$ cat config.mk
export PLATFORM = sky130hd
export DESIGN_NAME = ntt_addr_gen
export DESIGN_NICKNAME = d
export VERILOG_FILES = /design/src/rtl/ntt_addr_gen.sv
export SDC_FILE = /design/constraint.sdc
export NUM_CORES = 1
export LEC_CHECK = 0
export CORE_ASPECT_RATIO = 0.7
export CORE_MARGIN = 3
export CORE_UTILIZATION = 55
export DETAILED_ROUTE_END_ITERATION = 7
export HOLD_SLACK_MARGIN = 0.02
export PLACE_DENSITY = 0.9
export SYNTH_ARGS = -nofsm -noshare
export SYNTH_HDL_FRONTEND = slang
export SYNTH_SLANG_ARGS = --single-unit
$ cat constraint.sdc
create_clock -name clk -period 13.2 [get_ports clk]
set_clock_uncertainty 0.15 [all_clocks]
set_input_delay 2.64 -clock clk [delete_from_list [all_inputs] [get_ports clk]]
set_output_delay 2.64 -clock clk [all_outputs]
set_load 0.005 [all_outputs]
$ cat src/rtl/ntt_addr_gen.sv
// ---------------------------------------------------------------------------
// ntt_addr_gen
//
// Purpose:
//   Address / twiddle sequencer that sits right after the NTT controller.
//   A start pulse launches a walk over all LOGN stages of an in-place
//   N-point (N = 2^LOGN) negative-wrapped NTT. Each butterfly is emitted as
//   one (addr_a, addr_b, tw_idx) triple on a valid/ready handshake toward
//   the butterfly unit. Forward order is Cooley-Tukey (span halves per
//   stage, twiddle psi[m+i]).
//
// Optional feature (macro NTT_INV_EN):
//   When defined, an extra input 'inv' is latched on start acceptance and
//   selects Gentleman-Sande inverse order (span doubles per stage, twiddle
//   index (N>>(s+1)) + i). When undefined, only forward order exists and
//   there is no 'inv' port.
//
// Parameters:
//   LOGN       log2 of the polynomial length (>= 2)
//   STAGE_GAP  idle cycles between stages so the butterfly pipe drains (0 ok)
//
// Ports:
//   clk        in   clock, rising edge
//   rst        in   asynchronous active-low reset
//   start      in   one-cycle launch request, honoured only in IDLE
//   inv        in   (NTT_INV_EN only) 1 = inverse order, latched on start
//   busy       out  high while the sequence is running (RUN / GAP)
//   out_valid  out  current butterfly fields are valid
//   out_ready  in   butterfly unit accepts the current butterfly
//   addr_a     out  upper operand address j
//   addr_b     out  lower operand address j + t
//   tw_idx     out  twiddle ROM index
//   stage      out  current stage s
//   last       out  current butterfly is the final one of its stage
//   done       out  one-cycle pulse after the final butterfly is accepted
// ---------------------------------------------------------------------------
module ntt_addr_gen #(
    parameter int LOGN      = 8,
    parameter int STAGE_GAP = 4,
    localparam int SW       = $clog2(LOGN)
) (
    input  logic            clk,
    input  logic            rst,
    input  logic            start,
`ifdef NTT_INV_EN
    input  logic            inv,
`endif
    output logic            busy,
    output logic            out_valid,
    input  logic            out_ready,
    output logic [LOGN-1:0] addr_a,
    output logic [LOGN-1:0] addr_b,
    output logic [LOGN-1:0] tw_idx,
    output logic [SW-1:0]   stage,
    output logic            last,
    output logic            done
);

    // Gap counter needs at least one bit even when STAGE_GAP is 0 or 1.
    localparam int GW = (STAGE_GAP > 1) ? $clog2(STAGE_GAP) : 1;

    localparam logic [LOGN-2:0] K_MAX   = '1;
    localparam logic [SW-1:0]   S_LAST  = SW'(LOGN - 1);
    localparam logic [GW-1:0]   G_LAST  = GW'(STAGE_GAP - 1);
    localparam logic [LOGN-1:0] ONE_N   = LOGN'(1);
    localparam logic [LOGN-1:0] HALF_N  = ONE_N << (LOGN - 1);

    typedef enum logic [1:0] {
        ST_IDLE = 2'd0,
        ST_RUN  = 2'd1,
        ST_GAP  = 2'd2,
        ST_DONE = 2'd3
    } state_t;

    // -----------------------------------------------------------------------
    // Mode select
    // -----------------------------------------------------------------------
    logic inv_in;
`ifdef NTT_INV_EN
    assign inv_in = inv;
`else
    assign inv_in = 1'b0;
`endif

    // -----------------------------------------------------------------------
    // State and counters
    // -----------------------------------------------------------------------
    state_t          state_q, state_d;
    logic [LOGN-2:0] k_q, k_d;
    logic [SW-1:0]   s_q, s_d;
    logic [GW-1:0]   gap_q, gap_d;
    logic            inv_q, inv_d;

    // Registered outputs and their next values
    logic            busy_q, busy_d;
    logic            valid_q, valid_d;
    logic [LOGN-1:0] addr_a_q, addr_a_d;
    logic [LOGN-1:0] addr_b_q, addr_b_d;
    logic [LOGN-1:0] tw_q, tw_d;
    logic [SW-1:0]   stage_q, stage_d;
    logic            last_q, last_d;
    logic            done_q, done_d;

    // -----------------------------------------------------------------------
    // Process 1: state register (plus counters and output registers)
    // -----------------------------------------------------------------------
    always_ff @(posedge clk or negedge rst) begin
        if (!rst) begin
            state_q  <= ST_IDLE;
            k_q      <= '0;
            s_q      <= '0;
            gap_q    <= '0;
            inv_q    <= 1'b0;
            busy_q   <= 1'b0;
            valid_q  <= 1'b0;
            addr_a_q <= '0;
            addr_b_q <= '0;
            tw_q     <= '0;
            stage_q  <= '0;
            last_q   <= 1'b0;
            done_q   <= 1'b0;
        end else begin
            state_q  <= state_d;
            k_q      <= k_d;
            s_q      <= s_d;
            gap_q    <= gap_d;
            inv_q    <= inv_d;
            busy_q   <= busy_d;
            valid_q  <= valid_d;
            addr_a_q <= addr_a_d;
            addr_b_q <= addr_b_d;
            tw_q     <= tw_d;
            stage_q  <= stage_d;
            last_q   <= last_d;
            done_q   <= done_d;
        end
    end

    // -----------------------------------------------------------------------
    // Process 2: next-state and counter logic
    // -----------------------------------------------------------------------
    always_comb begin
        state_d = state_q;
        k_d     = k_q;
        s_d     = s_q;
        gap_d   = gap_q;
        inv_d   = inv_q;

        unique case (state_q)
            ST_IDLE: begin
                if (start) begin
                    state_d = ST_RUN;
                    k_d     = '0;
                    s_d     = '0;
                    gap_d   = '0;
                    inv_d   = inv_in;
                end
            end

            ST_RUN: begin
                // out_valid is always high in RUN, so out_ready alone is
                // the handshake.
                if (out_ready) begin
                    if (k_q == K_MAX) begin
                        k_d = '0;
                        if (s_q == S_LAST) begin
                            state_d = ST_DONE;
                        end else if (STAGE_GAP == 0) begin
                            s_d = s_q + SW'(1);
                        end else begin
                            state_d = ST_GAP;
                            gap_d   = '0;
                        end
                    end else begin
                        k_d = k_q + 1'b1;
                    end
                end
            end

            ST_GAP: begin
                if (gap_q == G_LAST) begin
                    state_d = ST_RUN;
                    s_d     = s_q + SW'(1);
                    k_d     = '0;
                    gap_d   = '0;
                end else begin
                    gap_d = gap_q + GW'(1);
                end
            end

            ST_DONE: begin
                state_d = ST_IDLE;
                k_d     = '0;
                s_d     = '0;
            end

            default: state_d = ST_IDLE;
        endcase
    end

    // -----------------------------------------------------------------------
    // Process 3: output logic
    //
    // Outputs are computed from the *next* state/counters and registered, so
    // the butterfly for the new (k, s) appears right after the edge that
    // produced it. On a stall k/s hold, so the outputs hold too.
    // -----------------------------------------------------------------------
    logic [SW-1:0]   lt;
    logic [LOGN-1:0] k_ext;
    logic [LOGN-1:0] span;
    logic [LOGN-1:0] grp;
    logic [LOGN-1:0] a_calc;
    logic [LOGN-1:0] tw_base;

    always_comb begin
        // Shift amount: forward spans shrink with s, inverse spans grow.
        lt      = inv_d ? s_d : (S_LAST - s_d);
        k_ext   = {1'b0, k_d};
        span    = ONE_N << lt;
        grp     = k_ext >> lt;
        // Group index moved above the span bit, offset within group below it.
        a_calc  = ((grp << lt) << 1) | (k_ext & (span - ONE_N));
        tw_base = inv_d ? (HALF_N >> s_d) : (ONE_N << s_d);

        busy_d   = (state_d == ST_RUN) || (state_d == ST_GAP);
        valid_d  = (state_d == ST_RUN);
        done_d   = (state_d == ST_DONE);
        addr_a_d = '0;
        addr_b_d = '0;
        tw_d     = '0;
        stage_d  = '0;
        last_d   = 1'b0;

        if (state_d == ST_RUN) begin
            addr_a_d = a_calc;
            // The span bit of a_calc is always clear, so this cannot carry out.
            addr_b_d = a_calc + span;
            tw_d     = tw_base + grp;
            stage_d  = s_d;
            last_d   = (k_d == K_MAX);
        end
    end

    assign busy      = busy_q;
    assign out_valid = valid_q;
    assign addr_a    = addr_a_q;
    assign addr_b    = addr_b_q;
    assign tw_idx    = tw_q;
    assign stage     = stage_q;
    assign last      = last_q;
    assign done      = done_q;

endmodule

* Word-level counts from Yosys, hierarchy flattened *
Index checks and enable logic that the tools add are counted.

cells by class
  $add $sub $neg = 7
  $mul = 0
  divide/modulo/power cells = 0
  magnitude comparators = 0
  equal/unequal tests = 14
  shift-type cells = 5
  multiplexer cells = 29
  bitwise logic cells = 2
  reduce and logical (&&, ||, !) cells = 4

operator list
  kind                   count
  $mux W8                4
  $mux W7                4
  $pmux W7 S4            1
  $mux W2                9
  $add A8 B8 Y8          2
  $shl A1 B3 Y8 const A  2
  $eq A7 B7 Y1 const B   2
  $mux W3                4
  $eq A2 B2 Y1 const B   5
  $pmux W3 S3            1
  $and A7 B8 Y8          1
  $ne A2 B2 Y1 const B   4
  $or A8 B8 Y8           1
  $pmux W2 S4            1
  $shl A8 B3 Y7          1
  $shr A7 B3 Y8          1
  $shr A8 B3 Y8 const A  1
  $sub A8 B1 Y8 const B  1
  $add A7 B1 Y7 const B  1
  $pmux W2 S3            1
  $reduce_and A5 Y1      1
  $eq A2 B1 Y1 const B   2
  $mux W1                4
  $add A3 B1 Y3 const B  1
  other kinds (6)        6

word-level totals
  bits in registers = 46
  bits in latches = 0
  RAM bits = 0
  memory bits (read-only) = 0
  input bits = 4
  output and inout port bits = 31
  word-level logic and storage cells = 74
  memories kept = 0

* Longest topological paths before layout *
Gate-level depths: netlist (run 1).

  depth after elaboration = 11
  depth in mapped cells = 23
  mapped depth without buffers = 23

* Worst setup path after synthesis (run 1) *
OpenSTA, ideal clock, no wires.

  kind = input port to flip-flop
  start = input out_ready
  end = register addr_b_q[7], in the netlist addr_b[7]
  setup time = 0.131 ns
  data arrival time = 6.238 ns
  data required time = 12.919 ns
  setup slack = 6.681 ns
  cell stages on the path = 19
  buffers on the path = 1
  path through = buf_4 nand4_1 or3_1 a22o_1 mux2_1 a222oi_1 or2_1 mux2i_1 o22ai_1 ha_1 a21o_1 a21o_1 a21oi_1 o21bai_1 a21oi_1 xor2_1 and3_1 a221oi_1 nand3_1

between the ends
  longest elaborated chain between the ends = 7
  elaborated cells on any way between the ends = 11
  those cells by class = 1 x add/sub; 1 x eq/ne; 2 x shift; 5 x mux; 2 x bitwise

RTL lines
  element                 RTL line  source
  start: declaration      50        input logic out_ready,
  $mux W7                 163       if (out_ready) begin
  $pmux W7 S4             149       unique case (state_q)
  $shr A7 B3 Y8           220       grp = k_ext >> lt;
  $shl A8 B3 Y7           222       a_calc = ((grp << lt) << 1) | (k_ext & (span - ONE_N));
  $or A8 B8 Y8            222
  $add A8 B8 Y8           237       addr_b_d = a_calc + span;
  $mux W8 (*)             234       if (state_d == ST_RUN) begin
  net addr_b_d[7]         98        logic [LOGN-1:0] addr_b_q, addr_b_d;
  end signal: assignment  131       addr_b_q <= addr_b_d;
  end: declaration        98

The timed path passes the listed nets; every way through them passes the cells marked *.
A chain may end at the register's enable or synchronous reset.

* Final worst setup path (run 1) *
  start = input start
  end = register addr_b_q[7], in the netlist addr_b[7]

between the ends
  longest elaborated chain between the ends = 10
  elaborated cells on any way between the ends = 19
  those cells by class = 3 x add/sub; 1 x eq/ne; 3 x shift; 10 x mux; 2 x bitwise

RTL lines
  element             RTL line  source
  start: declaration  44        input logic start,
  $mux W3             151       if (start) begin
  $pmux W3 S3         149
  $sub A3 B3 Y3       217       lt = inv_d ? s_d : (S_LAST - s_d);
  $mux W3             217
  $shl A1 B3 Y8       219       span = ONE_N << lt;
  $sub A8 B1 Y8       222
  $and A7 B8 Y8       222
  $or A8 B8 Y8        222
  $add A8 B8 Y8       237
  $mux W8 (*)         234
  net addr_b_d[7]     98

Marked as above.

==> results of run 1 <==
-- final cells by class --
class	count	area (um^2)
flip-flops and latches	46	1150
clock inverters	2	13.8
fillers	457	1770
repair buffers	35	343
multi-input cells	265	1930
inverters	19	76.3
well taps	72	90.1
clock buffers	6	72.6
-- cell families (layout without fill, tap and decap cells) --
logic type / Yosys count / count (layout) / share of synthesized area, %
buffers and inverters: 33 / 62 / 4.68
muxes: 10 / 10 / 3.60
adders and majority gates: 22 / 22 / 8.98
AOI/OAI and AO/OA: 95 / 95 / 21.8
and+or+nand+nor: 122 / 122 / 20.0
other: 1 / 1 / 0.116
DFF: 46 / 46 / 35.6
xor gates and xnor gates: 15 / 15 / 5.22
-- flip-flops by register name, indices dropped and copies added (netlist names) --
signal	count
addr_a	8
addr_b	8
tw_idx	8
k_q	7
s_q	3
stage	3
gap_q	2
state_q	2
busy	1
done	1
inv_q	1
last	1
out_valid	1
-- how the worst min path moves through the flow --
stage / from / endpoint / slack [ns] / depth (start not counted)
floorplan: gap_q[1] / gap_q[1] / 0.32 / 1
global placement: gap_q[1] / gap_q[1] / 0.34 / 1
detailed placement: gap_q[1] / gap_q[1] / 0.35 / 1
CTS: gap_q[1] / gap_q[1] / 0.37 / 1
global route: gap_q[1] / gap_q[1] / 0.39 / 1
finish: gap_q[1] / gap_q[1] / 0.36 / 1
-- layout by cell type, fill, tap and decap left out, drive strengths merged, types with 2 or more instances in the layout --
cell,count
inv,19
o21a,2
nor4,2
a21oi,17
a22o,3
o21bai,4
mux2,7
xor2,5
a21o,3
ha,20
a22oi,3
buf,2
clkinv,2
fa,2
xnor2,10
clkbuf,6
o22ai,12
a21boi,4
o221ai,2
and2,20
nand2,25
nand3,10
a32oi,6
or2,3
o2bb2ai,3
o211ai,3
nand4,4
nor2,33
a221o,3
nor2b,7
dfrtp,46
and3,2
nor3,3
clkdlybuf4s50,33
o21ai,16
o31ai,3
mux2i,3
nand2b,5
nor3b,3
-- synthesized netlist by cell type (all sizes together) (9+ instances only) --
cell type and count:
o21ai 16, and2 20, nor2 33, dfrtp 46, o22ai 12, buf 9, nand3 10, nand2 25
inv 19, ha 20, xnor2 10, a21oi 17
-- critical path, stage by stage --
cell	delay [ns]
clkdlybuf4s50_1	0.55
nand2b_4	0.12
a32oi_1	0.75
inv_1	0.47
nand2_1	0.29
o22ai_2	0.15
a221o_1	0.37
o22a_1	0.22
a211o_1	0.34
o31a_1	0.30
ha_1	0.31
a21o_1	0.16
a21oi_1	0.24
o21bai_1	0.10
a21oi_1	0.17
xor2_1	0.12
and3_1	0.23
a221oi_1	0.29
nand3_1	0.12
-- through the flow --
stage,instance area [um^2],cells,utilization (%),setup WS (ns),hold WS (ns)
after floorplan,3230,344,-,6.68,0.320
after global placement,3590,437,65.9,5.28,0.343
after detailed placement,3590,437,65.9,5.04,0.346
after CTS,3680,445,67.5,5.36,0.369
after global routing,3680,445,67.5,4.79,0.389
final,3680,445,67.5,5.28,0.365
-- power breakdown --
| group | leakage (nW) | total, mW | internal (mW) | switching (mW) |
|---|---|---|---|---|
| Combinational | 1.09 | 0.123 | 0.0589 | 0.0641 |
| Sequential | 0.576 | 0.176 | 0.162 | 0.0141 |
| Clock | 0.0452 | 0.0885 | 0.0375 | 0.0510 |
| Total | 1.71 | 0.387 | 0.258 | 0.129 |
-- layer usage --
layer	vias to the layer above	track usage, %	part of all wire [%]
met1	1296	39.3	49
met2	157	33.3	40
met4	0	6.14	1.3
li1	1298	-	-
met5	-	0	0
met3	14	8.98	10
==> metrics.yaml, run 1 <==
run_status: "complete, no violations"
leakagePower_nw: 1.71
worstPathArrival_ns: 7.95
antenna_cells: 0
cp.required_ns: 13.23
grt_usage_pct: 25.4
holdBufCountCts: 0
drv_slew: 0
p_per_area_nw_per_um2: 105
vias_per_cell: 6.21
cts_tree: "yes"
finalCriticalPeriod_ns: 7.92
drt-total-wl_um: 8410
ctsLongestPathBuffers: 2
clk_latency_ns: 0.31
finalHoldViolCount: 0
initial_utilization_pct: 59.3
drive_gt1_share_pct: 9.12
placementRows: 22
cts.clk_slew.worst_paths_ns: 0.09
ir_drop_mv: 0.0409
die_h_um: 70.1
grt_max_degree: 47
routabilityCongestion: 1.03
cts.root.buffer_cell: "clkbuf_8"
synthCells: 344
synth_area_um2: 3230
nets: 398
drv_cap: 0
synth_top_area_share_pct: 35.6
ys_seq_area_share_pct: 35.6
ioPinCount: 35
ys.flop_type: "dfrtp_1"
io_buffers: 34
synth_edf_count: 0
cts_sinks: 46
final_antenna_net_count: 0
syn_area_per_cell_um2: 9.40
synth_warnings: 0
grt_overflow: 0
dr.pass1.iters: 6
grt_pass1_vias: 2630
fmax_mhz: 126
grt_pass1_wl_um: 13800
synth_cell_types: 74
rsz0062_at_grt: "no"
crit_fanout: 13
hp-class: "reg -> reg"
coreArea_um2: 5450
crit_start: "start"
drtIter0Drc: 279
hpwl_um: 6280
antenna_found_initial: 0
dieArea_um2: 6850
yosysTopAreaCell: "dfrtp_1"
cts.repair.resized: 0
postSynth.asyncResetShare_pct: 100
crit_path_start_kind: "input port"
drc: 0
cts-buffers-inserted: 5
htreeDepth: 2
crit_path_end: "addr_b[7]"
worstSetupPathType: "in -> reg"
period_share_pct: 60.0
wl_per_cell_um: 18.9
synth_area_leaders: "dfrtp_1 (36%), ha_1 (7.7%), and2_1 (3.9%)"
cts_setup_buffers: 0
syn_nets: 370
r2r_slack_ns: 7.27
p_total_uw: 387
relSlewSlack_pct: 30.8
num_vias: 2765
tns_ns: 0
die_w_um: 97.6
cp-end-kind: "flop"
r2r_cells: 19
syn_to_final_growth_pct: 13.7
reg2reg_from: "s_q[0]"
ys_ff_latch: 46
setup_viol: 0
tightestPinTransition_ns: 1.04
r2r-end: "addr_b[7]"
Power figures use the tool's default switching activity.
==> run 2, diff against run 1 <==
Clock period 13.2 ns to 8 ns, I/O delays scaled along.
==> metrics.yaml, run 2 (same netlist as run 1, synthesis figures left out) <==
run_status: "complete, no violations"
grt_max_degree: 47  # unchanged
final_antenna_net_count: 0  # unchanged
initial_utilization_pct: 59.3  # unchanged
ioPinCount: 35  # unchanged
finalHoldViolCount: 0  # unchanged
period_share_pct: 81.5
dr.pass1.iters: 5  # -1
final_cells: 446  # +0.22%
fillers: 441  # -3.5%
syn_to_final_growth_pct: 14.7
final_cell_mix: "dfrtp_1 (46), nor2_1 (33), clkdlybuf4s50_1 (33)"
crit_fanout: 9  # -4
grt_pass1_vias: 2668  # +1.4%
ir_drop_mv: 0.0978  # +140%
drv_slew: 0  # unchanged
worstSetupPathType: "in -> reg"
finalCriticalPeriod_ns: 6.52
r2r-end: "addr_b[7]"
crit_path_start_kind: "input port"
placed_area_um2: 3600  # +0.21%
relSlewSlack_pct: 32.3  # +1.5 points
grt_pass1_wl_um: 13800  # +0.30%
antenna_cells: 0  # unchanged
grt_overflow: 0  # unchanged
tns_ns: 0  # unchanged
cts.root.buffer_cell: "clkbuf_8"
ctsLongestPathBuffers: 2  # unchanged
final_common_cell: "dfrtp_1"
crit_chain: "clkdlybuf4s50_1 -> nand4_1 -> or3_1 -> a22o_1 -> mux2_1 -> a222oi_1 -> or2_1 -> mux2i_1 -> o22ai_1 -> ha_1 -> a21o_1 -> a21o_1 -> a21oi_1 -> o21bai_1 -> a21oi_1 -> xor2_1 -> and3_1 -> a221oi_1 -> nand3_1"
vias_per_cell: 6.25  # +0.57%
p_per_area_nw_per_um2: 181  # +72%
cts.repair.resized: 0  # unchanged
drc: 0  # unchanged
stdcell_area_um2: 3710  # +0.85%
tightestPinTransition_ns: 1.02  # -0.0224 ns
cp.required_ns: 8.02  # -5.21 ns
grt_usage_pct: 25.3  # -0.15 points
hpwl_um: 6400  # +1.9%
wl_per_cell_um: 18.9  # +0.29%
dieArea_um2: 6850  # unchanged
slowest_delay_ns: 0.68  # -0.07 ns
cp-end-kind: "flop"
use_met2_pct: 37.2  # +3.9 points
min_from: "gap_q[1]"
grt_most_used_layer: "met1"
antenna_found_initial: 0  # unchanged
r2r_slack_ns: 2.31  # -4.96 ns
routabilityCongestion: 1.01  # -2.4%
drive_gt1_share_pct: 9.36  # +0.24 points
r2r_cells: 20  # +1
nets: 399  # +0.25%
placed_cells: 438  # +0.23%
whs_path_depth: 1  # unchanged
num_vias: 2787  # +0.80%
cts.clk_slew.worst_paths_ns: 0.09  # about the same
slowest_stage: "clkdlybuf4s50_1"
rsz0062_at_grt: "no"
die_w_um: 97.6  # unchanged
coreArea_um2: 5450  # unchanged
holdBufCountCts: 0  # unchanged
die_h_um: 70.1  # unchanged
cts_tree: "yes"
cts_setup_buffers: 0  # unchanged
hold_path_end: "gap_q[1]"
leakagePower_nw: 1.72  # +0.61%
drv_cap: 0  # unchanged
gr-usage-met3_pct: 7.09  # -1.9 points
worstPathArrival_ns: 6.54  # -1.41 ns
drt-total-wl_um: 8450  # +0.51%
cts_sinks: 46  # unchanged
hp-class: "reg -> reg"
cts-buffers-inserted: 5  # unchanged
io_buffers: 34  # unchanged
setup_viol: 0  # unchanged
placementRows: 22  # unchanged
reg2reg_from: "s_q[0]"
clk_latency_ns: 0.30  # about the same
holdWs_ns: 0.367  # +0.00251 ns
drtIter0Drc: 389  # +39%
htreeDepth: 2  # unchanged
fmax_mhz: 153
crit_start: "out_ready"
gr-usage-met1_pct: 37.4  # -2.0 points
[run 2: cell count changes in the layout (fill, tap and decap cells not counted), sizes merged]
cell,previous run,this run
buf,2,3
bufinv,0,1
clkinv,2,0
clkinvlp,0,1
[run 2: area by class of cell]
type                       count  area [um^2]  share of cell area, %
sequential                    46         1150                   31.0
clock inverter                 2         37.5                   1.01
inverter                      19         76.3                   2.06
timing repair buffer          36          350                   9.45
clock buffer                   6         72.6                   1.96
multi-input combinational    265         1930                   52.1
tap                           72         90.1                   2.43
[run 2: how the worst max path moves through the flow]
stage,to,slack (ns),depth (start not counted)
finish,addr_b[7],1.48,19
global route,addr_b[7],1.22,20
CTS,addr_b[7],1.58,20
floorplan,addr_b[7],2.52,19
global placement,addr_b[7],1.41,20
detailed placement,addr_b[7],1.27,20
[run 2: metrics by stage]
stage | worst slack (ns) | util [%] | power (mW)
final | 1.48 | 68.0 | 0.671
after floorplan | 2.52 | - | 0.401
after global placement | 1.41 | 66.0 | 0.491
after global routing | 1.22 | 68.0 | 0.702
after detailed placement | 1.27 | 66.0 | 0.495
after CTS | 1.58 | 68.0 | 0.667
[run 2: worst max-delay path: cells and delay by family]
kind / cells / cell delay (ns)
AOI/OAI and AO/OA: 9 / 2.17
and+or+nand+nor: 5 / 1.19
buffers and inverters: 1 / 0.68
muxes: 2 / 0.46
adders and majority gates: 1 / 0.30
xor gates and xnor gates: 1 / 0.13
[run 2: report_power, final]
part	internal [mW]	total, mW	switching [mW]
clock network	0.0933	0.175	0.0820
logic	0.0976	0.206	0.108
registers	0.267	0.290	0.0231
[run 2: routing by layer]
| metal | vias up | routed length (um) |
|---|---|---|
| met1 | 1282 | 3830 |
| met2 | 181 | 3610 |
| li1 | 1304 | - |
| met5 | - | 0 |
| met3 | 20 | 899 |
| met4 | 0 | 114 |
==> run 3, diff against run 2 <==
Settings changed: CORE_UTILIZATION 55 to 52, PLACE_DENSITY 0.9 to 0.89.
Clock period 8 ns to 5.75 ns, I/O delays scaled along.
==> metrics.yaml, run 3 (same netlist as run 1, synthesis figures left out) <==
wl_per_cell_um: 18.9  # -0.47%
cts_tree: "yes"
dieArea_um2: 7210  # +5.3%
swShare_pct: 33.4  # +1.6 points
drive_gt1_share_pct: 18.1  # +8.7 points
grt_pass1_wl_um: 14600  # +5.6%
coreArea_um2: 5870  # +7.7%
rsz0062_at_grt: "no"
antenna_cells: 0  # unchanged
cts.clk_slew.worst_paths_ns: 0.09  # about the same
worstSetupPathType: "in -> reg"
final_cell_mix: "dfrtp_1 (46), buf_4 (37), nor2_1 (33), clkdlybuf4s50_1 (33), nand2_1 (23)"
hp-class: "reg -> reg"
netSwitchingPower_uw: 315  # +47%
placementRows: 23  # +4.5%
die_h_um: 72.0  # +2.6%
syn_to_final_growth_pct: 22.7
drv_slew: 0  # unchanged
r2r_cells: 22  # +10%
routabilityCongestion: 0.975  # -3.1%
fmax_mhz: 182
cts-buffers-inserted: 5  # unchanged
ctsLongestPathBuffers: 2  # unchanged
crit_path_start_kind: "input port"
finalCriticalPeriod_ns: 5.50
ir_drop_mv: 0.104  # +6.2%
cp-end-kind: "flop"
initial_utilization_pct: 55.1  # -4.2 points
setup_viol: 0  # unchanged
leakagePower_nw: 1.89  # +9.6%
whs_path_depth: 1  # unchanged
p_per_area_nw_per_um2: 237  # +31%
crit_chain: "clkdlybuf4s50_1 -> nand2b_4 -> a32oi_4 -> xnor2_4 -> mux2_1 -> a222oi_1 -> or2_1 -> mux2i_1 -> o22ai_1 -> ha_1 -> a21o_1 -> a21o_1 -> a21oi_1 -> o21bai_1 -> a21oi_1 -> xor2_1 -> and3_1 -> a221oi_1 -> nand3_1"
drtIter0Drc: 338  # -13%
clkPwrFrac_pct: 21.6  # -4.5 points
cp.required_ns: 5.79  # -2.23 ns
ioPinCount: 35  # unchanged
cp_num_buf_inv: 1  # unchanged
drt-total-wl_um: 9130  # +8.0%
grt_max_degree: 47  # unchanged
vias_per_cell: 6.03  # -3.5%
grt_usage_pct: 26.0  # +0.77 points
cts.root.buffer_cell: "clkbuf_8"
relSlewSlack_pct: 31.5  # -0.75 points
internal_power_uw: 627  # +37%
clk_latency_ns: 0.30  # about the same
drc: 0  # unchanged
die_w_um: 100  # +2.7%
hpwl_um: 6930  # +8.2%
final_common_cell: "dfrtp_1"
crit_fanout: 6  # -3
cts_sinks: 46  # unchanged
slowest_stage: "clkdlybuf4s50_1"
p_comb_share_pct: 35.4  # +4.7 points
tightestPinTransition_ns: 1.03  # +0.0112 ns
io_buffers: 34  # unchanged
htreeDepth: 2  # unchanged
dr.pass1.iters: 5  # unchanged
drv_cap: 0  # unchanged
fillers: 492  # +12%
nets: 434  # +8.8%
antenna_found_initial: 0  # unchanged
critPathTopFamily: "compound AO/OA/AOI/OAI gates"
cp.depth: 19  # unchanged
holdWs_ns: 0.358  # -0.00877 ns
multiInputGateArea_um2: 1950  # +0.78%
worstPathArrival_ns: 5.53  # -1.01 ns
seq_area_um2: 1150  # unchanged
stdcell_area_um2: 3970  # +6.9%
slowest_delay_ns: 0.56  # -0.12 ns
finalHoldViolCount: 0  # unchanged
run_status: "complete, no violations"
seqPwrFrac_pct: 43.0  # -0.2 points
period_share_pct: 95.6
num_vias: 2919  # +4.7%
placed_area_um2: 3860  # +7.4%
grt_pass1_vias: 2726  # +2.2%
grt_overflow: 0  # unchanged
final_antenna_net_count: 0  # unchanged
cts_setup_buffers: 0  # unchanged
run 3: layout make-up:
cell class	count	area share (%)
timing repair buffer	71	15.5
clock buffer	6	1.83
inverter	19	1.92
clock inverter	2	0.347
sequential	46	29.0
multi-input combinational	265	49.1
tap	75	2.37
run 3: layer usage:
metal / wire, um / vias up / GRT usage (%) / share of wire [%]
met4: 94 / 0 / 5.08 / 1.0
met5: 0 / - / 0 / 0
li1: - / 1370 / - / -
met2: 3740 / 153 / 37.5 / 41
met1: 4330 / 1382 / 39.6 / 47
met3: 963 / 14 / 6.72 / 11
run 3: path summary, 6_finish.rpt:
kind / endpoint / slack [ns] / startpoint
max in group asynchronous: s_q[1] / 3.95 / rst
setup / recovery: addr_b[7] / 0.25 / start
hold reg to reg: gap_q[1] / 0.36 / gap_q[1]
min in group asynchronous: k_q[0] / 0.87 / rst
hold / removal: gap_q[1] / 0.36 / gap_q[1]
setup reg to reg: addr_b[7] / 0.69 / s_q[0]
run 3: worst register-to-register path, cell delays in order, from the launching register on:
cell and delay [ns]:
dfrtp_1 0.44, ha_1 0.23, ha_1 0.27, mux2_4 0.26, a32oi_2 0.19, buf_4 0.23, nand3_1 0.17, and2_2 0.26
nor2_1 0.15, inv_1 0.11, ha_1 0.25, xnor2_1 0.14, o22ai_1 0.20, ha_1 0.29, a21o_1 0.19, a21o_1 0.19
a21oi_1 0.19, o21bai_1 0.09, a21oi_1 0.18, xor2_1 0.13, and3_1 0.23, a221oi_1 0.29, nand3_1 0.10
run 3: power groups by stage:
stage	sequential [mW]	combinational, mW	clock (mW)
floorplan	0.406	0.152	0
detailed placement	0.409	0.321	0
finish	0.405	0.333	0.204
global placement	0.407	0.314	0
global route	0.408	0.361	0.218
CTS	0.404	0.323	0.208
run 3: timing repair:
action                     4_1_cts  5_1_grt
hold endpoints to repair         0        0
setup endpoints to repair        0        1
resized for setup                0        5
hold buffers                     0        0
run 3: metrics by stage:
stage	util (%)	cells	power, mW	TNS, ns	worst slack (ns)
after detailed placement	65.8	476	0.731	-0.0456	-0.0456
after global routing	67.6	484	0.988	0	0.00459
after global placement	65.8	476	0.721	0	0.0834
after floorplan	-	344	0.558	0	0.721
after CTS	67.3	484	0.935	0	0.288
final	67.6	484	0.942	0	0.255
